==> config.mk <==
export PLATFORM = sky130hd
export DESIGN_NAME = sync_fifo_flags_flat
export DESIGN_NICKNAME = d
export VERILOG_FILES = /design/src/rtl/fifo_pkg.sv /design/src/rtl/sync_fifo_flags_if.sv /design/src/rtl/fifo_ram.sv /design/src/rtl/sync_fifo_flags.sv /design/src/flat_wrapper.sv
export SDC_FILE = /design/constraint.sdc
export NUM_CORES = 1
export LEC_CHECK = 0
export CAP_MARGIN = 10
export CELL_PAD_IN_SITES_DETAIL_PLACEMENT = 2
export CELL_PAD_IN_SITES_GLOBAL_PLACEMENT = 2
export CORE_ASPECT_RATIO = 0.7
export CORE_MARGIN = 2
export CORE_UTILIZATION = 45
export DETAILED_ROUTE_END_ITERATION = 8
export PLACE_DENSITY_LB_ADDON = 0.25
export REMOVE_ABC_BUFFERS = 1
export SYNTH_ARGS = -nofsm -noshare
export SYNTH_HDL_FRONTEND = slang
export SYNTH_HIERARCHICAL = 1
export SYNTH_SLANG_ARGS = --single-unit
==> constraint.sdc <==
create_clock -name clk -period 4.9 [get_ports clk]
set_input_delay 1.47 -clock clk [delete_from_list [all_inputs] [get_ports clk]]
set_output_delay 1.47 -clock clk [all_outputs]
set_load 0.01 [all_outputs]
==> src/rtl/fifo_pkg.sv <==
// rtl/fifo_pkg.sv - shared read-mode constants and pointer-width helper for sync_fifo_flags
package fifo_pkg;

    // Read-mode selector values for the FWFT parameter
    localparam int FIFO_MODE_STD  = 0;
    localparam int FIFO_MODE_FWFT = 1;

    // Address width for a power-of-two depth; never below 1 so slices stay legal
    function automatic int ptr_width(input int depth);
        return (depth > 1) ? $clog2(depth) : 1;
    endfunction

endpackage

==> src/rtl/sync_fifo_flags_if.sv <==
// rtl/sync_fifo_flags_if.sv - producer/consumer bundle for sync_fifo_flags (optional SYNC_FIFO_ERR_FLAGS_EN error flags)
// master: write/read requests and write data; slave: read data, valid, fill flags, count
interface sync_fifo_flags_if
    import fifo_pkg::*;
#(
    parameter int DATA_WIDTH = 8,
    parameter int DEPTH      = 16
);
    localparam int PTR_W = ptr_width(DEPTH);

    logic                  wr_en;
    logic [DATA_WIDTH-1:0] data_in;
    logic                  rd_en;
    logic [DATA_WIDTH-1:0] data_out;
    logic                  valid;
    logic                  full;
    logic                  empty;
    logic                  almost_full;
    logic                  almost_empty;
    logic [PTR_W:0]        count;
`ifdef SYNC_FIFO_ERR_FLAGS_EN
    logic                  overflow;
    logic                  underflow;
`endif

    modport master (
        output wr_en, data_in, rd_en,
        input  data_out, valid, full, empty, almost_full, almost_empty, count
`ifdef SYNC_FIFO_ERR_FLAGS_EN
        , input overflow, underflow
`endif
    );

    modport slave (
        input  wr_en, data_in, rd_en,
        output data_out, valid, full, empty, almost_full, almost_empty, count
`ifdef SYNC_FIFO_ERR_FLAGS_EN
        , output overflow, underflow
`endif
    );

endinterface

==> src/rtl/fifo_ram.sv <==
// rtl/fifo_ram.sv - DEPTH x DATA_WIDTH storage, one synchronous write port, one asynchronous read port
// ports: clk, we/waddr/wdata (write), raddr/rdata (combinational read)
module fifo_ram #(
    parameter int DATA_WIDTH = 8,
    parameter int DEPTH      = 16,
    parameter int ADDR_W     = 4
) (
    input  logic                  clk,
    input  logic                  we,
    input  logic [ADDR_W-1:0]     waddr,
    input  logic [DATA_WIDTH-1:0] wdata,
    input  logic [ADDR_W-1:0]     raddr,
    output logic [DATA_WIDTH-1:0] rdata
);

    // No reset: contents are only meaningful between the FIFO pointers
    logic [DATA_WIDTH-1:0] mem [DEPTH];

    always_ff @(posedge clk) begin
        if (we) begin
            mem[waddr] <= wdata;
        end
    end

    assign rdata = mem[raddr];

endmodule

==> src/rtl/sync_fifo_flags.sv <==
// rtl/sync_fifo_flags.sv - single-clock FIFO with count, almost flags, full-with-read writes, std/FWFT read (SYNC_FIFO_ERR_FLAGS_EN adds sticky overflow/underflow)
// ports: clk, rst (sync, active-high), bus (slave side of sync_fifo_flags_if)
module sync_fifo_flags
    import fifo_pkg::*;
#(
    parameter int DATA_WIDTH    = 8,
    parameter int DEPTH         = 16,
    parameter int AFULL_THRESH  = DEPTH - 2,
    parameter int AEMPTY_THRESH = 2,
    parameter int FWFT          = FIFO_MODE_STD
) (
    input  logic              clk,
    input  logic              rst,
    sync_fifo_flags_if.slave  bus
);

    localparam int             PTR_W    = ptr_width(DEPTH);
    localparam logic [PTR_W:0] DEPTH_C  = (PTR_W + 1)'(DEPTH);
    localparam logic [PTR_W:0] AFULL_C  = (PTR_W + 1)'(AFULL_THRESH);
    localparam logic [PTR_W:0] AEMPTY_C = (PTR_W + 1)'(AEMPTY_THRESH);
    localparam logic [PTR_W:0] PTR_ONE  = (PTR_W + 1)'(1);

    // Pointers carry one extra wrap bit so full and empty are distinguishable
    logic [PTR_W:0]        w_ptr;
    logic [PTR_W:0]        r_ptr;
    logic [PTR_W:0]        count;
    logic                  full;
    logic                  empty;
    logic                  rd_ok;
    logic                  wr_ok;
    logic [DATA_WIDTH-1:0] head;

    // Flags come from registered pointers only, so no request-to-flag path
    assign count = w_ptr - r_ptr;
    assign full  = (count == DEPTH_C);
    assign empty = (count == '0);

    // A read frees a slot in the same cycle, so a full FIFO still takes a write
    assign rd_ok = bus.rd_en & ~empty;
    assign wr_ok = bus.wr_en & (~full | rd_ok);

    always_ff @(posedge clk) begin
        if (rst) begin
            w_ptr <= '0;
            r_ptr <= '0;
        end else begin
            if (wr_ok) begin
                w_ptr <= w_ptr + PTR_ONE;
            end
            if (rd_ok) begin
                r_ptr <= r_ptr + PTR_ONE;
            end
        end
    end

    fifo_ram #(
        .DATA_WIDTH (DATA_WIDTH),
        .DEPTH      (DEPTH),
        .ADDR_W     (PTR_W)
    ) u_ram (
        .clk   (clk),
        .we    (wr_ok),
        .waddr (w_ptr[PTR_W-1:0]),
        .wdata (bus.data_in),
        .raddr (r_ptr[PTR_W-1:0]),
        .rdata (head)
    );

    generate
        if (FWFT == FIFO_MODE_FWFT) begin : g_fwft
            // Head word is presented directly; rd_en acknowledges it
            assign bus.data_out = head;
            assign bus.valid    = ~empty;
        end else begin : g_std
            logic [DATA_WIDTH-1:0] data_q;
            logic                  valid_q;

            // data_out keeps the last word read; valid marks the cycle it arrived
            always_ff @(posedge clk) begin
                if (rst) begin
                    data_q  <= '0;
                    valid_q <= 1'b0;
                end else begin
                    valid_q <= rd_ok;
                    if (rd_ok) begin
                        data_q <= head;
                    end
                end
            end

            assign bus.data_out = data_q;
            assign bus.valid    = valid_q;
        end
    endgenerate

    assign bus.full         = full;
    assign bus.empty        = empty;
    assign bus.almost_full  = (count >= AFULL_C);
    assign bus.almost_empty = (count <= AEMPTY_C);
    assign bus.count        = count;

`ifdef SYNC_FIFO_ERR_FLAGS_EN
    logic overflow_q;
    logic underflow_q;

    always_ff @(posedge clk) begin
        if (rst) begin
            overflow_q  <= 1'b0;
            underflow_q <= 1'b0;
        end else begin
            if (bus.wr_en & ~wr_ok) begin
                overflow_q <= 1'b1;
            end
            if (bus.rd_en & empty) begin
                underflow_q <= 1'b1;
            end
        end
    end

    assign bus.overflow  = overflow_q;
    assign bus.underflow = underflow_q;
`endif

endmodule

==> src/flat_wrapper.sv <==
// flat-port wrapper written by rule: the top's interface ports become plain ports
module sync_fifo_flags_flat import fifo_pkg::*;
#(
    parameter int DATA_WIDTH    = 8,
    parameter int DEPTH         = 16,
    parameter int AFULL_THRESH  = DEPTH - 2,
    parameter int AEMPTY_THRESH = 2,
    parameter int FWFT          = FIFO_MODE_STD
)
  (clk, rst, bus_wr_en, bus_data_in, bus_rd_en, bus_data_out, bus_valid, bus_full, bus_empty, bus_almost_full, bus_almost_empty, bus_count);
  sync_fifo_flags_if #(.DATA_WIDTH(DATA_WIDTH), .DEPTH(DEPTH)) bus_i ();
  input  logic clk;
  input  logic rst;
  input wire logic [$bits(bus_i.wr_en)-1:0] bus_wr_en;
  input wire logic [$bits(bus_i.data_in)-1:0] bus_data_in;
  input wire logic [$bits(bus_i.rd_en)-1:0] bus_rd_en;
  output wire logic [$bits(bus_i.data_out)-1:0] bus_data_out;
  output wire logic [$bits(bus_i.valid)-1:0] bus_valid;
  output wire logic [$bits(bus_i.full)-1:0] bus_full;
  output wire logic [$bits(bus_i.empty)-1:0] bus_empty;
  output wire logic [$bits(bus_i.almost_full)-1:0] bus_almost_full;
  output wire logic [$bits(bus_i.almost_empty)-1:0] bus_almost_empty;
  output wire logic [$bits(bus_i.count)-1:0] bus_count;
  assign bus_i.wr_en = bus_wr_en;
  assign bus_i.data_in = bus_data_in;
  assign bus_i.rd_en = bus_rd_en;
  assign bus_data_out = bus_i.data_out;
  assign bus_valid = bus_i.valid;
  assign bus_full = bus_i.full;
  assign bus_empty = bus_i.empty;
  assign bus_almost_full = bus_i.almost_full;
  assign bus_almost_empty = bus_i.almost_empty;
  assign bus_count = bus_i.count;
  sync_fifo_flags #(.DATA_WIDTH(DATA_WIDTH), .DEPTH(DEPTH), .AFULL_THRESH(AFULL_THRESH), .AEMPTY_THRESH(AEMPTY_THRESH), .FWFT(FWFT)) u_core (.clk(clk), .rst(rst), .bus(bus_i));
endmodule
=== Yosys cells after proc, flatten, opt, wreduce, memory -nomap -nowiden ===
Memory sizes are Yosys's and may differ from the RTL's. A register that Yosys moved wholly into a read port is not among the register bits.
Index checks and enable logic that the tools add are counted.

* Latch bits: 0
* Bits in writable memories: 128
* Memories: 1
* Register bits after elaboration: 11
* Word-level logic and storage cells: 18
* Bits of input ports: 12
* Bits in read-only memories: 0

{| class="wikitable"
|+ Memories
! memory !! words !! bits a word !! rd ports !! clocked after Yosys merged registers in !! write ports !! line !! source
|-
| u_core.u_ram.mem || 16 || 8 || 1 || 1 || 1 || fifo_ram.sv:17 || <nowiki>logic [DATA_WIDTH-1:0] mem [DEPTH];</nowiki>
|}

* Multiplexer cells: 2
* Reduce and logical (&&, ||, !) cells: 1
* Bitwise logic cells: 5
* Equal/unequal tests: 1
* Shift-type cells: 0
* Divide/modulo/power cells: 0
* Multipliers: 0
* Add/subtract/negate cells: 3
* $lt $le $gt $ge: 2

{| class="wikitable"
|+ Operators with widths
! kind !! number
|-
| adder 5 x 1 -> 5 bit (second input constant) || 2
|-
| == test 5 bit (second input constant) || 1
|-
| greater-or-equal comparator 5 x 4 -> 1 bit (second input constant) || 1
|-
| less-or-equal comparator 5 x 2 -> 1 bit (second input constant) || 1
|-
| logical NOT 5 bit || 1
|-
| subtractor 5 bit || 1
|-
| bitwise AND 1 bit || 2
|-
| 2-to-1 mux 1 bit || 2
|-
| inverter 1 bit || 2
|-
| bitwise OR 1 bit || 1
|}

=== Logic depth before layout (Yosys ltp) ===
* Depth after elaboration: 8
* Mapped depth: 10
* Mapped depth without buffers: 9

=== Modules after synthesis ===
The synthesis kept the hierarchy.

{| class="wikitable"
|+ By module, submodules not included
! module !! times used !! cells an instance !! area an instance (um2)
|-
| fifo_ram || 1 || 221 || 4987.3
|-
| sync_fifo_flags || 1 || 152 || 1293.7
|}

=== Worst setup path before layout ===
No wires, ideal clock.

* Path type: reg2out
* From: register u_core.w_ptr[0]
* To: output port bus_almost_empty
* Required time: 3.430 ns
* Slack: 0.862 ns
* Arrival: 2.568 ns
* Cell stages (with the launch flop): 9
* Path through: dfxtp_1 > inv_1 > ha_1 > fa_1 > nand2b_1 > a21oi_1 > xor2_2 > inv_2 > a2111oi_1

* Word-level cells in the longest chain between the ends: 2

{| class="wikitable"
|+ RTL lines
! what !! line !! source
|-
| start: declaration || sync_fifo_flags.sv:24 || <nowiki>logic [PTR_W:0] w_ptr;</nowiki>
|-
| start signal: assignment || sync_fifo_flags.sv:48 || <nowiki>w_ptr <= w_ptr + PTR_ONE;</nowiki>
|-
| subtractor 5 bit || sync_fifo_flags.sv:34 || <nowiki>assign count = w_ptr - r_ptr;</nowiki>
|-
| net bus_count[4] || flat_wrapper.sv:23 || <nowiki>output wire logic [$bits(bus_i.count)-1:0] bus_count;</nowiki>
|-
| less-or-equal comparator 5 x 2 -> 1 bit || sync_fifo_flags.sv:99 || <nowiki>assign bus.almost_empty = (count <= AEMPTY_C);</nowiki>
|-
| end: declaration || flat_wrapper.sv:22 || <nowiki>output wire logic [$bits(bus_i.almost_empty)-1:0] bus_almost_empty;</nowiki>
|}

The timed path passes the listed nets, and every way through them passes these cells.

=== Worst setup path in the final report ===
* From: register u_core.w_ptr[0]
* To: output port bus_almost_empty

* Word-level cells in the longest chain between the ends: 2

{| class="wikitable"
|+ RTL lines
! what !! line
|-
| subtractor 5 bit || sync_fifo_flags.sv:34
|-
| less-or-equal comparator 5 x 2 -> 1 bit || sync_fifo_flags.sv:99
|}

Every way passes these cells.

==> reports/summary.log <==
qor: run_status.run_status finished, final reports clean
qor: clock_network.clkTransAtPathRegs 0.06 ns
qor: floorplanning.fp.dieH 103 um
qor: clock_network.tritoncts.num_buffers 17
qor: detailed_routing.post_drt_via_cell_ratio 5.84
qor: yosys.synth_top_family_by_area multiplexers
qor: timing.timing.final.hold_violations 0
qor: yosys.yosys.area.top_type_share 61.2%
qor: detailed_routing.totalWireLength 16200 um
qor: yosys.post_synth_num_cell_types 51
qor: floorplanning.core 13800 um^2
qor: yosys.synthMuxAreaShare 14.5%
qor: min_path.class_of_the_tightest_hold_or_removal_check register to register
qor: setup_path.timing.critical_path.arrival 3.25 ns
qor: grt.grt_max_degree 37
qor: timing.timing.fmax 212 MHz
qor: clock_network.cts_max_level 4
qor: floorplanning.die_width 145 um
qor: detailed_routing.ant_nets 0
qor: grt.first_global_vias 3928
qor: yosys.postSynthCellCount 373
qor: pwr.power_per_cell_area 567 nW/um^2
qor: finish.layout-drive-gt1-share 18.0%
qor: timing.setup_viol_count_final 0
qor: setup_path.path_class register to output port
qor: finish.nNetsFinal 439
qor: yosys.synthXorXnorAreaFrac 0.797%
qor: yosys.post-synth-top-count-cell sky130_fd_sc_hd__edfxtp_1
qor: yosys.post_synth_and_or_nand_nor_area_fraction 8.53%
qor: setup_path.critical_path_buf_inv_count 3
qor: pwr.power_frac_seq 37.2%
qor: yosys.post_synth_fa_ha_maj_area_fraction 1.51%
qor: pwr.share_comb_of_total_power 33.5%
qor: clock_network.cts.root.buffer_cell sky130_fd_sc_hd__clkbuf_16
qor: setup_path.worst_path_largest_cell_delay 0.60 ns
qor: floorplanning.die_area 14900 um^2
qor: pwr.leakagePower 2.46 nW
qor: placed_design.placed_area 6810 um^2
qor: timing.fin_worst_skew 0.00993 ns
qor: detailed_routing.wl_per_cell 26.0 um
qor: placed_design.detailedPlacementHpwl 10900 um
qor: pwr.p_int 2.84 mW
qor: grt.globalRouteTotalUtil 23.2%
qor: grt.gr-total-overflow 0
qor: detailed_routing.route.vias.total 3639
qor: setup_path.cp-end-kind output port
qor: finish.area_growth 17.5%
qor: floorplanning.placement_rows 36
qor: setup_path.cp_slowest_cell sky130_fd_sc_hd__clkdlybuf4s50_1
qor: pwr.pwr-share-clk 29.3%
qor: timing.timing_max_transition_violations_final 0
qor: timing.worst-slew-pin-transition 0.999 ns
qor: yosys.asyncSetResetFlopFracSynth 0%
qor: clock_network.postCtsResizedCells 0
qor: clock_network.later_pin_clock_latency_in_the_skew_report 0.41 ns
qor: yosys.dominantRegCellSynth sky130_fd_sc_hd__edfxtp_1
qor: grt.grt_first_pass_wirelength 24900 um
qor: grt.grt_antenna_before_repair 0
qor: pwr.power.switching_fraction 32.2%
qor: floorplanning.floorplan.io_pins 30
qor: timing.post_route_setup_tns 0 ns
qor: yosys.synth_top_cells_by_count 128 x sky130_fd_sc_hd__edfxtp_1, 32 x sky130_fd_sc_hd__nand2_1, 23 x sky130_fd_sc_hd__nor2_1, 19 x sky130_fd_sc_hd__dfxtp_1, 18 x sky130_fd_sc_hd__mux4_2
qor: yosys.number_of_synthesized_flops_with_an_enable_pin 128
qor: finish.fillCellCount 1261
qor: clock_network.cts-root-to-sink-buffers 2
qor: clock_network.clock_tree_from_tritoncts yes
qor: setup_path.cp.required 3.43 ns
qor: yosys.yosys.area.top_type sky130_fd_sc_hd__edfxtp_1
qor: run.drv_cap 0
qor: placed_design.io_buffer_count 29
qor: clock_network.holdBufCountCts 0
qor: yosys.yosysWarnings 6
qor: timing.slew_headroom 33.0%
qor: setup_path.crit_chain inv_1 -> ha_1 -> fa_1 -> nand2b_1 -> a21oi_1 -> xor2_2 -> inv_2 -> a2111oi_1 -> clkdlybuf4s50_1
qor: floorplanning.starting_density_of_the_core 45.6%
qor: yosys.synth.cell_area 6280 um^2
qor: detailed_routing.initialDrtViolationCount 255
qor: yosys.ys_seq_elements 147
qor: timing.period_share 96.3%
qor: finish.fin_area 7380 um^2
qor: pwr.max-vdd-ir-drop 0.000371 V
qor: setup_path.cp-start-kind register
qor: setup_path.crit_family buffers and inverters
qor: clock_network.post_cts.repair.setup_buffers 0
qor: finish.number_of_inserted_diodes 0
qor: detailed_routing.drcViolationCount 0
qor: timing.final_period_minus_worst_setup_slack 4.72 ns
qor: clock_network.cts.sink_count 147
qor: placed_design.place_congestion 0.826
qor: yosys.synthTopCellsByArea sky130_fd_sc_hd__edfxtp_1 61%, sky130_fd_sc_hd__mux4_2 6.5%, sky130_fd_sc_hd__dfxtp_1 6.1%
qor: yosys.synth_compound_gate_area_share 4.70%
qor: setup_path.critical_path_peak_fanout 10
qor: timing.rsz0062_at_grt no
qor: yosys.post_synth.cell_area_avg 16.8 um^2
qor: yosys.yosysSeqAreaShare 67.3%
qor: detailed_routing.drt_first_pass_iters 5
qor: pwr.switching_power 1.35 mW
-- cell usage in the layout, fill, tap and decap left out, drive strengths merged, types with 2 or more instances in the layout --
cell type / netlist / routed
ha: 6 / 6
o211ai: 3 / 3
nor3: 8 / 8
mux2i: 9 / 9
clkinv: 0 / 4
clkdlybuf4s50: 0 / 29
o311ai: 2 / 2
a31oi: 3 / 3
and2: 2 / 2
nor4b: 2 / 2
xor2: 3 / 3
buf: 10 / 19
clkbuf: 7 / 21
edfxtp: 128 / 128
nor2: 24 / 24
and3: 2 / 2
nor4bb: 2 / 2
a211oi: 3 / 3
nand3: 7 / 7
dfxtp: 19 / 19
nand3b: 4 / 4
mux2: 4 / 4
nand2b: 3 / 3
nor2b: 4 / 4
nand4b: 2 / 2
mux4: 32 / 32
inv: 9 / 12
nand2: 32 / 32
nor3b: 7 / 7
a2111oi: 2 / 2
clkinvlp: 0 / 4
a22oi: 16 / 16
a21oi: 4 / 4
-- power by group through the flow --
stage | clock, mW | sequential, mW | combinational [mW]
3_5_place_dp | 0 | 1.58 | 1.40
5_1_grt | 1.30 | 1.57 | 1.50
3_3_place_gp | 0 | 1.56 | 1.34
6_report | 1.23 | 1.55 | 1.40
4_1_cts | 1.25 | 1.55 | 1.41
2_1_floorplan | 0 | 1.64 | 0.728
-- per-layer routing --
layer / share of wire, % / track usage (%) / vias up
met5: 0 / 0 / -
met4: 0.67 / 5.35 / 0
met3: 4.0 / 4.47 / 10
met2: 49 / 38.1 / 75
met1: 47 / 32.7 / 1967
li1: - / - / 1587
-- final timing paths --
kind                           from                       to  slack (ns)  cells after the start
min          u_core/bus.data_out[2]   u_core/bus.data_out[2]        0.46                      2
min reg2reg  u_core/bus.data_out[2]   u_core/bus.data_out[2]        0.46                      2
max reg2reg         u_core/w_ptr[0]  u_core/u_ram/mem[10][7]        1.18                     10
max                 u_core/w_ptr[0]         bus_almost_empty        0.18                      9
-- sequential cells by signal (all words and copies together), names as in the netlist --
name	count
u_core/r_ptr	5
u_core/bus.valid	1
u_core/u_ram/mem	128
u_core/bus.data_out	8
u_core/w_ptr	5
-- cells by family (layout without fill, tap and decap cells) --
group,count (synthesis),count (layout)
flip-flops,147,147
AND/OR/NAND/NOR,104,104
multiplexers,45,45
AO/OA/AOI/OAI,37,37
buffers and inverters,29,89
adder cells (fa/ha/maj),7,7
XOR/XNOR,4,4
-- final cells by class --
| cell class | count | area (um^2) | share of cell area [%] |
|---|---|---|---|
| clock buffer | 21 | 493 | 6.68 |
| tap | 190 | 238 | 3.22 |
| clock inverter | 11 | 72.6 | 0.983 |
| timing repair buffer | 48 | 433 | 5.87 |
| multi-input combinational | 197 | 1880 | 25.5 |
| sequential | 147 | 4230 | 57.3 |
| inverter | 9 | 33.8 | 0.458 |
-- metrics by stage --
step,std cells,hold WS [ns],total power [mW],setup slack (ns),util (%)
floorplan,353,0.479,2.37,0.253,-
global placement,591,0.443,2.90,0.621,49.4
detailed placement,591,0.457,2.98,0.487,49.4
CTS,623,0.467,4.22,0.0191,53.5
global route,623,0.500,4.37,0.0164,53.5
finish,623,0.463,4.18,0.182,53.5
-- tightest hold or removal path: cells and delay by family (launching register included) --
family,cells,cell delay [ns]
flip-flops,1,0.31
multiplexers,1,0.05
AND/OR/NAND/NOR,1,0.05
Power figures use the tool's default switching activity.
